**config.mk**
```make
export PLATFORM = sky130hd
export DESIGN_NAME = instr_mem_loader
export DESIGN_NICKNAME = d
export VERILOG_FILES = /design/src/rtl/risc_loader_pkg.sv /design/src/rtl/byte_packer.sv /design/src/rtl/instr_mem_loader.sv
export SDC_FILE = /design/constraint.sdc
export NUM_CORES = 1
export LEC_CHECK = 0
export BUFFER_PORTS_ARGS = -buffer_cell sky130_fd_sc_hd__buf_2
export CAP_MARGIN = 20
export CORE_UTILIZATION = 50
export CTS_BUF_LIST = sky130_fd_sc_hd__clkbuf_16
export CTS_CLUSTER_DIAMETER = 30
export DETAILED_ROUTE_END_ITERATION = 10
export GPL_TIMING_DRIVEN = 0
export HOLD_SLACK_MARGIN = 0.12
export PLACE_DENSITY_LB_ADDON = 0.3
export RECOVER_POWER = 100
export SLEW_MARGIN = 10
export SYNTH_ARGS = -nofsm -noshare
export SYNTH_HDL_FRONTEND = slang
export SYNTH_SLANG_ARGS = --single-unit
```
**constraint.sdc**
```tcl
create_clock -name clk -period 5.35 [get_ports clk]
set_clock_uncertainty 0.15 [all_clocks]
set_input_delay 0.2675 -clock clk [delete_from_list [all_inputs] [get_ports clk]]
set_output_delay 0.2675 -clock clk [all_outputs]
set_load 0.1 [all_outputs]
```
**src/rtl/risc_loader_pkg.sv**
```systemverilog
// Shared types and constants for the instruction-memory loader.
// The checksum trailer is enabled with LOADER_CHECKSUM_EN.
package risc_loader_pkg;

  typedef enum logic [2:0] {
    CNT_LO,
    CNT_HI,
    DATA,
    CHK,
    FLUSH,
    DONE,
    ERR
  } load_state_e;

  localparam int DEFAULT_DEPTH = 64;
  localparam int WORD_BYTES    = 4;
  localparam int HDR_BYTES     = 2;

endpackage

```
**src/rtl/byte_packer.sv**
```systemverilog
// Assembles a little-endian word from a byte stream; word_valid pulses
// combinationally with the final byte so the caller can register it directly.
module byte_packer
  import risc_loader_pkg::*;
(
  input  logic                    clk,
  input  logic                    rst,
  input  logic                    clr,
  input  logic [7:0]              in_byte,
  input  logic                    take,
  output logic [8*WORD_BYTES-1:0] word,
  output logic                    word_valid
);

  localparam int BI_W = (WORD_BYTES > 1) ? $clog2(WORD_BYTES) : 1;

  logic [BI_W-1:0] byte_idx_reg;
  logic            last_byte;

  assign last_byte  = (byte_idx_reg == BI_W'(WORD_BYTES - 1));
  assign word_valid = take && last_byte;

  always_ff @(posedge clk) begin
    if (rst || clr) begin
      byte_idx_reg <= '0;
    end else if (take) begin
      byte_idx_reg <= last_byte ? '0 : byte_idx_reg + BI_W'(1);
    end
  end

  // Lower lanes are held; the top lane comes straight from the incoming byte.
  genvar gi;
  generate
    for (gi = 0; gi < WORD_BYTES - 1; gi++) begin : g_lane
      logic [7:0] lane_reg;
      always_ff @(posedge clk) begin
        if (rst || clr) begin
          lane_reg <= '0;
        end else if (take && (byte_idx_reg == BI_W'(gi))) begin
          lane_reg <= in_byte;
        end
      end
      assign word[8*gi +: 8] = lane_reg;
    end
  endgenerate

  assign word[8*WORD_BYTES-1 -: 8] = in_byte;

endmodule

```
**src/rtl/instr_mem_loader.sv**
```systemverilog
// Streams a counted program into instruction memory and holds the CPU in reset
// until it is resident. Define LOADER_CHECKSUM_EN for the XOR checksum trailer.
module instr_mem_loader
  import risc_loader_pkg::*;
#(
  parameter int          DEPTH     = DEFAULT_DEPTH,
  parameter int          CNT_W     = 8 * HDR_BYTES,
  parameter logic [31:0] BASE_ADDR = 32'h0000_0000
) (
  input  logic        clk,
  input  logic        rst,
  input  logic        start,
  input  logic [7:0]  in_data,
  input  logic        in_valid,
  output logic        in_ready,
  output logic        mem_we,
  output logic [31:0] mem_addr,
  output logic [31:0] mem_wdata,
  output logic        cpu_hold,
  output logic        load_done,
  output logic        load_err
);

  localparam int IDX_W = (DEPTH > 1) ? $clog2(DEPTH) : 1;

  load_state_e      state_reg;
  logic [CNT_W-1:0] cnt_reg;
  logic [IDX_W-1:0] word_idx_reg;
  logic             in_ready_reg;
  logic             mem_we_reg;
  logic [31:0]      mem_addr_reg;
  logic [31:0]      mem_wdata_reg;
  logic             cpu_hold_reg;
  logic             load_done_reg;
  logic             load_err_reg;

  logic             accept;
  logic             rearm;
  logic [CNT_W-1:0] hdr_next;
  logic             last_word;
  logic [31:0]      pk_word;
  logic             pk_valid;

  assign accept    = in_valid && in_ready_reg;
  assign rearm     = start && ((state_reg == DONE) || (state_reg == ERR));
  assign hdr_next  = CNT_W'({in_data, cnt_reg[7:0]});
  assign last_word = (CNT_W'(word_idx_reg) == (cnt_reg - CNT_W'(1)));

  byte_packer u_packer (
    .clk        (clk),
    .rst        (rst),
    .clr        (rearm),
    .in_byte    (in_data),
    .take       (accept && (state_reg == DATA)),
    .word       (pk_word),
    .word_valid (pk_valid)
  );

`ifdef LOADER_CHECKSUM_EN
  logic [7:0] csum_reg;

  always_ff @(posedge clk) begin
    if (rst || rearm) begin
      csum_reg <= '0;
    end else if (accept && (state_reg != CHK)) begin
      csum_reg <= csum_reg ^ in_data;
    end
  end
`endif

  always_ff @(posedge clk) begin
    if (rst) begin
      state_reg     <= CNT_LO;
      cnt_reg       <= '0;
      word_idx_reg  <= '0;
      in_ready_reg  <= 1'b1;
      mem_we_reg    <= 1'b0;
      mem_addr_reg  <= BASE_ADDR;
      mem_wdata_reg <= '0;
      cpu_hold_reg  <= 1'b1;
      load_done_reg <= 1'b0;
      load_err_reg  <= 1'b0;
    end else begin
      mem_we_reg <= 1'b0;
      if (pk_valid) begin
        mem_we_reg    <= 1'b1;
        mem_wdata_reg <= pk_word;
        mem_addr_reg  <= BASE_ADDR + (32'(word_idx_reg) << 2);
        word_idx_reg  <= word_idx_reg + IDX_W'(1);
      end

      case (state_reg)
        CNT_LO: begin
          if (accept) begin
            cnt_reg[7:0] <= in_data;
            state_reg    <= CNT_HI;
          end
        end
        CNT_HI: begin
          if (accept) begin
            cnt_reg <= hdr_next;
            if (hdr_next == '0) begin
`ifdef LOADER_CHECKSUM_EN
              state_reg    <= CHK;
`else
              state_reg    <= FLUSH;
              in_ready_reg <= 1'b0;
`endif
            end else if (hdr_next > CNT_W'(DEPTH)) begin
              state_reg    <= ERR;
              in_ready_reg <= 1'b0;
              load_err_reg <= 1'b1;
            end else begin
              state_reg <= DATA;
            end
          end
        end
        DATA: begin
          if (pk_valid && last_word) begin
`ifdef LOADER_CHECKSUM_EN
            state_reg    <= CHK;
`else
            state_reg    <= FLUSH;
            in_ready_reg <= 1'b0;
`endif
          end
        end
`ifdef LOADER_CHECKSUM_EN
        CHK: begin
          if (accept) begin
            in_ready_reg <= 1'b0;
            if (in_data == csum_reg) begin
              state_reg <= FLUSH;
            end else begin
              state_reg    <= ERR;
              load_err_reg <= 1'b1;
            end
          end
        end
`endif
        FLUSH: begin
          // The final write is visible this cycle, so release the CPU only now.
          state_reg     <= DONE;
          load_done_reg <= 1'b1;
          cpu_hold_reg  <= 1'b0;
        end
        DONE, ERR: begin
          if (start) begin
            state_reg     <= CNT_LO;
            cnt_reg       <= '0;
            word_idx_reg  <= '0;
            in_ready_reg  <= 1'b1;
            cpu_hold_reg  <= 1'b1;
            load_done_reg <= 1'b0;
            load_err_reg  <= 1'b0;
          end
        end
        default: ;
      endcase
    end
  end

  assign in_ready  = in_ready_reg;
  assign mem_we    = mem_we_reg;
  assign mem_addr  = mem_addr_reg;
  assign mem_wdata = mem_wdata_reg;
  assign cpu_hold  = cpu_hold_reg;
  assign load_done = load_done_reg;
  assign load_err  = load_err_reg;

endmodule

```
==> results of run 1 <==
worst paths after layout:
path / slack, ns / cells past startpoint / end
max reg2reg: 2.18 / 8 / in_ready
min reg2reg: 0.30 / 2 / mem_wdata[10]
min: 0.21 / 4 / state_reg[0]
max: 2.18 / 8 / in_ready
cell type report:
class | count | area (um2)
buffer | 65 | 354
clock buffer | 9 | 225
clock inverter | 7 | 95.1
fill | 769 | 3180
inverter | 8 | 30.0
multi-input combinational | 384 | 2040
sequential | 94 | 1880
tap | 105 | 131
timing repair buffer | 60 | 287
critical path: stages (launching register included):
cell and delay, ns:
sky130_fd_sc_hd__dfxtp_1 0.32, sky130_fd_sc_hd__clkbuf_1 0.31, sky130_fd_sc_hd__nor3b_1 0.48, sky130_fd_sc_hd__and3_1 0.23, sky130_fd_sc_hd__clkbuf_1 0.36, sky130_fd_sc_hd__o21ai_0 0.14, sky130_fd_sc_hd__a2111oi_0 0.55, sky130_fd_sc_hd__nand3_2 0.25
sky130_fd_sc_hd__a31o_1 0.27
logic make-up after synthesis:
family | synth area share
DFF | 0.443
and+or+nand+nor | 0.237
muxes | 0.0377
AOI/OAI and AO/OA | 0.135
buffers and inverters | 0.0933
other | 0.000883
adders and majority gates | 0.0206
xor gates and xnor gates | 0.0330
stage by stage:
| stage | hold slack [ns] | worst slack, ns | area, um2 |
|---|---|---|---|
| after CTS | 0.215 | 2.90 | 5130 |
| final | 0.213 | 2.18 | 5040 |
| after detailed placement | 0.293 | 2.91 | 4730 |
| after floorplan | 0.254 | 2.72 | 4340 |
| after global placement | 0.290 | 2.94 | 4730 |
| after global routing | 0.226 | 1.88 | 5040 |
timing repair:
action | 4_1_cts | 5_1_grt
hold buffers | 8 | 0
buffers inserted | 0 | 0
endpoints found under the setup margin | 0 | 0
hold endpoints to repair | 20 | 0
per-layer routing:
| metal | GRT usage | wire (um) | share of wire | up-vias |
|---|---|---|---|---|
| li1 | - | - | - | 1908 |
| met1 | 0.315 | 4680 | 0.45 | 1782 |
| met2 | 0.383 | 4840 | 0.47 | 117 |
| met3 | 0.0405 | 591 | 0.057 | 21 |
| met4 | 0.129 | 249 | 0.024 | 0 |
| met5 | 0 | 0 | 0 | - |
power by group:
part / leakage (nW) / switching, mW / internal (mW)
clock network: 0.158 / 0.270 / 0.411
logic: 0.987 / 0.385 / 0.189
registers: 0.760 / 0.0312 / 0.743
total: 1.91 / 0.686 / 1.34
cells in the final DEF, fill, tap and decap left out, types with 12 or more instances in the layout:
cell	n
sky130_fd_sc_hd__a21oi_1	71
sky130_fd_sc_hd__clkbuf_1	75
sky130_fd_sc_hd__mux2i_1	16
sky130_fd_sc_hd__conb_1	26
sky130_fd_sc_hd__buf_4	26
sky130_fd_sc_hd__nand2_1	116
sky130_fd_sc_hd__dfxtp_1	94
sky130_fd_sc_hd__nor2_1	37
sky130_fd_sc_hd__nand3_1	30
sky130_fd_sc_hd__buf_2	12
==> metrics.md, run 1 <==
| Metric | Value |
|---|---|
| Result of the run | `finished clean` |
| Initial DRT Pass Iterations | `4` |
| Final setup TNS | `0 ns` |
| Gates resized, CTS repair | `0` |
| Cell type with the highest aggregate area in the netlist | `sky130_fd_sc_hd__dfxtp_1` |
| Hold path startpoint | `in_valid` |
| Number of placed instances with taps included | `708` |
| Root buffer selected by CTS | `sky130_fd_sc_hd__clkbuf_16` |
| Post-Route WL | `10400 um` |
| Leading cell types by total area after synthesis | `sky130_fd_sc_hd__dfxtp_1, sky130_fd_sc_hd__nand2_1, sky130_fd_sc_hd__a21oi_1, sky130_fd_sc_hd__buf_4, sky130_fd_sc_hd__mux2i_1` |
| Vias | `3828` |
| Drt wl/cell | `14.1 um` |
| Setup Viol. Count Final | `0` |
| Final worst-path cycle share | `0.592` |
| Total of buffers placed on input and output ports | `52` |
| Top cells by count, synth | `sky130_fd_sc_hd__nand2_1, sky130_fd_sc_hd__dfxtp_1, sky130_fd_sc_hd__a21oi_1, sky130_fd_sc_hd__nor2_1, sky130_fd_sc_hd__nand3_1` |
| Flip-flop cell with the highest count after synthesis | `sky130_fd_sc_hd__dfxtp_1` |
| Clk sink count | `94` |
| Number of violations reported at the end of detailed-routing iteration 0 | `141` |
| Average vias per placed instance | `5.23` |
| Largest net degree at the start of global routing | `17` |
| Post-Syn Area per Cell | `8.08 um2` |
| Layout Area Growth over Synthesis | `18.6%` |
| Number of hold-slack violations in the final timing report | `0` |
| Element type at the critical path end | `flip-flop` |
| Highest Clock Rate | `316 MHz` |
| Gpl congestion | `0.805` |
| Max reg flops | `32` |
| Setup repair after global routing missed its margin | `no` |
| Worst-skew pair later-pin latency | `0.34 ns` |
| Worst Setup Path Type | `flip-flop to flip-flop` |
| Critical Path Start | `state_reg[1]` |
| Power Density | `402 nW/um2` |
| Remaining antenna violation count | `0` |
| Antenna diode instance count | `0` |
| Synth async-reset ratio | `0` |
| CP arrival | `3.25 ns` |
| First-pass GRT wire length | `16500 um` |
| Cts bufs inserted | `9` |
| Ys Warns | `0` |
| Post-route DRC violation count | `0` |
| Die width | `94.2 um` |
| Worst Path Required | `5.43 ns` |
| Launching element type of the critical path | `flip-flop` |
| Count of cell types in the netlist | `52` |
| Leak | `1.91 nW` |
| Fin cells | `732` |
| H-tree Lvls | `3` |
| Pin slew with the least headroom to its limit | `1.19 ns` |
| Largest fanout on the critical path | `10` |
| Via count of the first global-routing pass | `3563` |
| Max-cap viol count | `0` |
| Max-slew violations | `0` |
| Row Count | `33` |
| Worst r2r src | `state_reg[1]` |
| Final Util | `0.614` |
| Worst hold path class | `input pin to flip-flop` |
| Maximum number of buffers from clock root to sink | `2` |
| Worst rel slew slack | `0.207` |
| Number of enable-type register cells in the synthesized netlist | `0` |
| Sequential element share of the synthesized area | `0.443` |
| Total power draw | `2.03 mW` |
| Fraction of layout cells with a size suffix above 1 | `0.0973` |
| Die ar. | `8870 um2` |
| Top-level port count | `81` |
| Max IR drop VDD | `0.184 mV` |
| Portion of synthesized cell area occupied by the leading cell type | `0.443` |
| Initial core utilization | `0.517` |
| Leading cell type by number of instances after synthesis | `sky130_fd_sc_hd__nand2_1` |
| Clock-pin slew on the worst setup and hold paths | `0.07 ns` |
| Area of the core region | `8220 um2` |
| Mapped Cells | `526` |
| Cell Area, Synth | `4250 um2` |
| Antenna violations before repair | `0` |
| Number of nets in the final layout | `641` |
| Global-route congestion overflow total | `0` |
| Final period demand of the worst path | `3.17 ns` |
| Die Y-Extent | `94.2 um` |
| Gr usage total | `0.243` |
| Number of synthesized register bits | `94` |
| Clock tree from TritonCTS | `built` |
| Post-DP HPWL | `7270 um` |
Note: power is estimated with default switching activity, not from simulation.
==> run 2, diff against run 1 <==
==> constraint.sdc (replaced) <==
create_clock -name clk -period 2.75 [get_ports clk]
set_clock_uncertainty 0.15 [all_clocks]
set_input_delay 0.1375 -clock clk [delete_from_list [all_inputs] [get_ports clk]]
set_output_delay 0.1375 -clock clk [all_outputs]
set_load 0.1 [all_outputs]
==> run 2 against run 1 <==
Compared with the run above: cell area is 0.72% higher; largest power group unchanged; sequential share of layout area decreased by 0.27 points; largest cell class unchanged; utilization up 0.44 points; critical endpoint unchanged; highest routed layer unchanged.
==> metrics.md, run 2 (same netlist as run 1, synthesis figures left out) <==
| Metric | Value |
|---|---|
| Result of the run | `finished clean` |
| Ordered cell list for the critical path | `inv_1 -> ha_1 -> nor3b_2 -> o21ai_1 -> a221o_1 -> a211oi_1 -> nand3_1 -> a31o_1` |
| Cts bufs inserted | `9` |
| Pin slew with the least headroom to its limit | `1.20 ns` |
| Remaining antenna violation count | `0` |
| Gr usage total | `0.243` |
| Most frequent cells in the layout | `sky130_fd_sc_hd__nand2_1, sky130_fd_sc_hd__dfxtp_1, sky130_fd_sc_hd__clkbuf_1` |
| Post-Route WL | `10400 um` |
| Max-cap viol count | `0` |
| Maximum number of buffers from clock root to sink | `2` |
| Number of violations reported at the end of detailed-routing iteration 0 | `166` |
| Setup repair after global routing missed its margin | `no` |
| Worst stage delay on the critical path | `0.38 ns` |
| Hold path startpoint | `start` |
| Clk sink count | `94` |
| Final worst-path cycle share | `0.917` |
| Max-slew violations | `0` |
| Final period demand of the worst path | `2.52 ns` |
| Leak | `1.92 nW` |
| Layout Area Growth over Synthesis | `19.5%` |
| Largest net degree at the start of global routing | `17` |
| Post-route DRC violation count | `0` |
| Endpoint of the lowest-slack register-to-register path | `in_ready` |
| CP arrival | `2.61 ns` |
| Launching element type of the critical path | `flip-flop` |
| Average vias per placed instance | `5.26` |
| Largest fanout on the critical path | `6` |
| Gpl congestion | `0.805` |
| Highest Clock Rate | `396 MHz` |
| Max reg flops | `32` |
| Max IR drop VDD | `0.361 mV` |
| Fraction of layout cells with a size suffix above 1 | `0.102` |
| Drt wl/cell | `14.2 um` |
| Die ar. | `8870 um2` |
| Final setup TNS | `0 ns` |
| Power Density | `782 nW/um2` |
| Total cell area at the placement stage | `4730 um2` |
| Top-level port count | `81` |
| Worst reg-to-reg setup slack | `0.23 ns` |
| Worst reg2reg path depth | `8` |
| Worst Setup Path Type | `flip-flop to flip-flop` |
| Area of the core region | `8220 um2` |
| Endpoint with the worst hold slack | `state_reg[2]` |
| Via count of the first global-routing pass | `3571` |
| Number of hold-slack violations in the final timing report | `0` |
| Initial DRT Pass Iterations | `4` |
| Worst hold path class | `input pin to flip-flop` |
| Element type at the critical path end | `flip-flop` |
| Number of nets in the final layout | `642` |
| Root buffer selected by CTS | `sky130_fd_sc_hd__clkbuf_16` |
| Worst-skew pair later-pin latency | `0.34 ns` |
| Clock tree from TritonCTS | `built` |
| Design Area, Final | `5080 um2` |
| Antenna diode instance count | `0` |
| Global-route congestion overflow total | `0` |
| H-tree Lvls | `3` |
| Worst rel slew slack | `0.207` |
| Die width | `94.2 um` |
| Setup Viol. Count Final | `0` |
| Antenna violations before repair | `0` |
| Total power draw | `3.97 mW` |
| Clock-pin slew on the worst setup and hold paths | `0.07 ns` |
| Initial core utilization | `0.517` |
| Master of the slowest instance on the critical path | `sky130_fd_sc_hd__dfxtp_1` |
| Vias | `3856` |
| Worst Path Required | `2.83 ns` |
| First-pass GRT wire length | `16600 um` |
| Row Count | `33` |
| Total of buffers placed on input and output ports | `52` |
| Post-DP HPWL | `7270 um` |
| Minimum hold slack | `0.261 ns` |
| Worst r2r src | `cnt_reg[0]` |
| Die Y-Extent | `94.2 um` |
| Hold Crit Depth | `4` |
| Most frequent standard cell in the layout excluding fill and tap cells | `sky130_fd_sc_hd__nand2_1` |
==> run 2: critical path: cells and delay by family, from the launching register on <==
kind                       cells  cell delay, ns
and+or+nand+nor                2            0.59
AOI/OAI and AO/OA              4            0.92
adders and majority gates      1            0.28
buffers and inverters          1            0.11
DFF                            1            0.38
==> run 2: where the power goes <==
part           internal (mW)  total (mW)  switching (mW)
Combinational          0.375        1.13           0.755
Clock                  0.800        1.33           0.531
Sequential              1.44        1.51          0.0623
Total                   2.62        3.97            1.35
==> run 2: worst max path at each step <==
stage                     from  endpoint  slack (ns)
floorplan             in_ready  in_ready        0.12
global placement    cnt_reg[6]  in_ready        0.34
detailed placement  cnt_reg[3]  in_ready        0.31
CTS                 cnt_reg[3]  in_ready        0.30
global route        cnt_reg[6]  in_ready        0.11
finish              cnt_reg[0]  in_ready        0.23
==> run 2: through the flow <==
step                 util  cells  worst slack, ns
floorplan               -    551            0.119
global placement    0.576    708            0.342
detailed placement  0.576    708            0.309
CTS                 0.626    733            0.296
global route        0.618    733            0.109
finish              0.618    733            0.227
==> run 2: final cells by class <==
cell class | instances | area (um2)
sequential | 94 | 1880
buffer | 65 | 364
clock buffer | 9 | 225
timing repair buffer | 61 | 297
tap | 105 | 131
multi-input combinational | 384 | 2050
fill | 759 | 3140
inverter | 8 | 30.0
clock inverter | 7 | 95.1
==> run 2: routing by layer <==
layer,GRT usage,vias up,part of all wire
met5,0,-,0
met4,0.131,0,0.026
met3,0.0405,25,0.067
met2,0.385,138,0.47
met1,0.315,1783,0.44
li1,-,1910,-
==> run 2: what timing repair did <==
item,in CTS,in global routing
hold endpoints to repair,33,0
setup endpoints to repair,0,0
gates resized for setup,0,0
buffers inserted,0,0
hold buffers,9,0
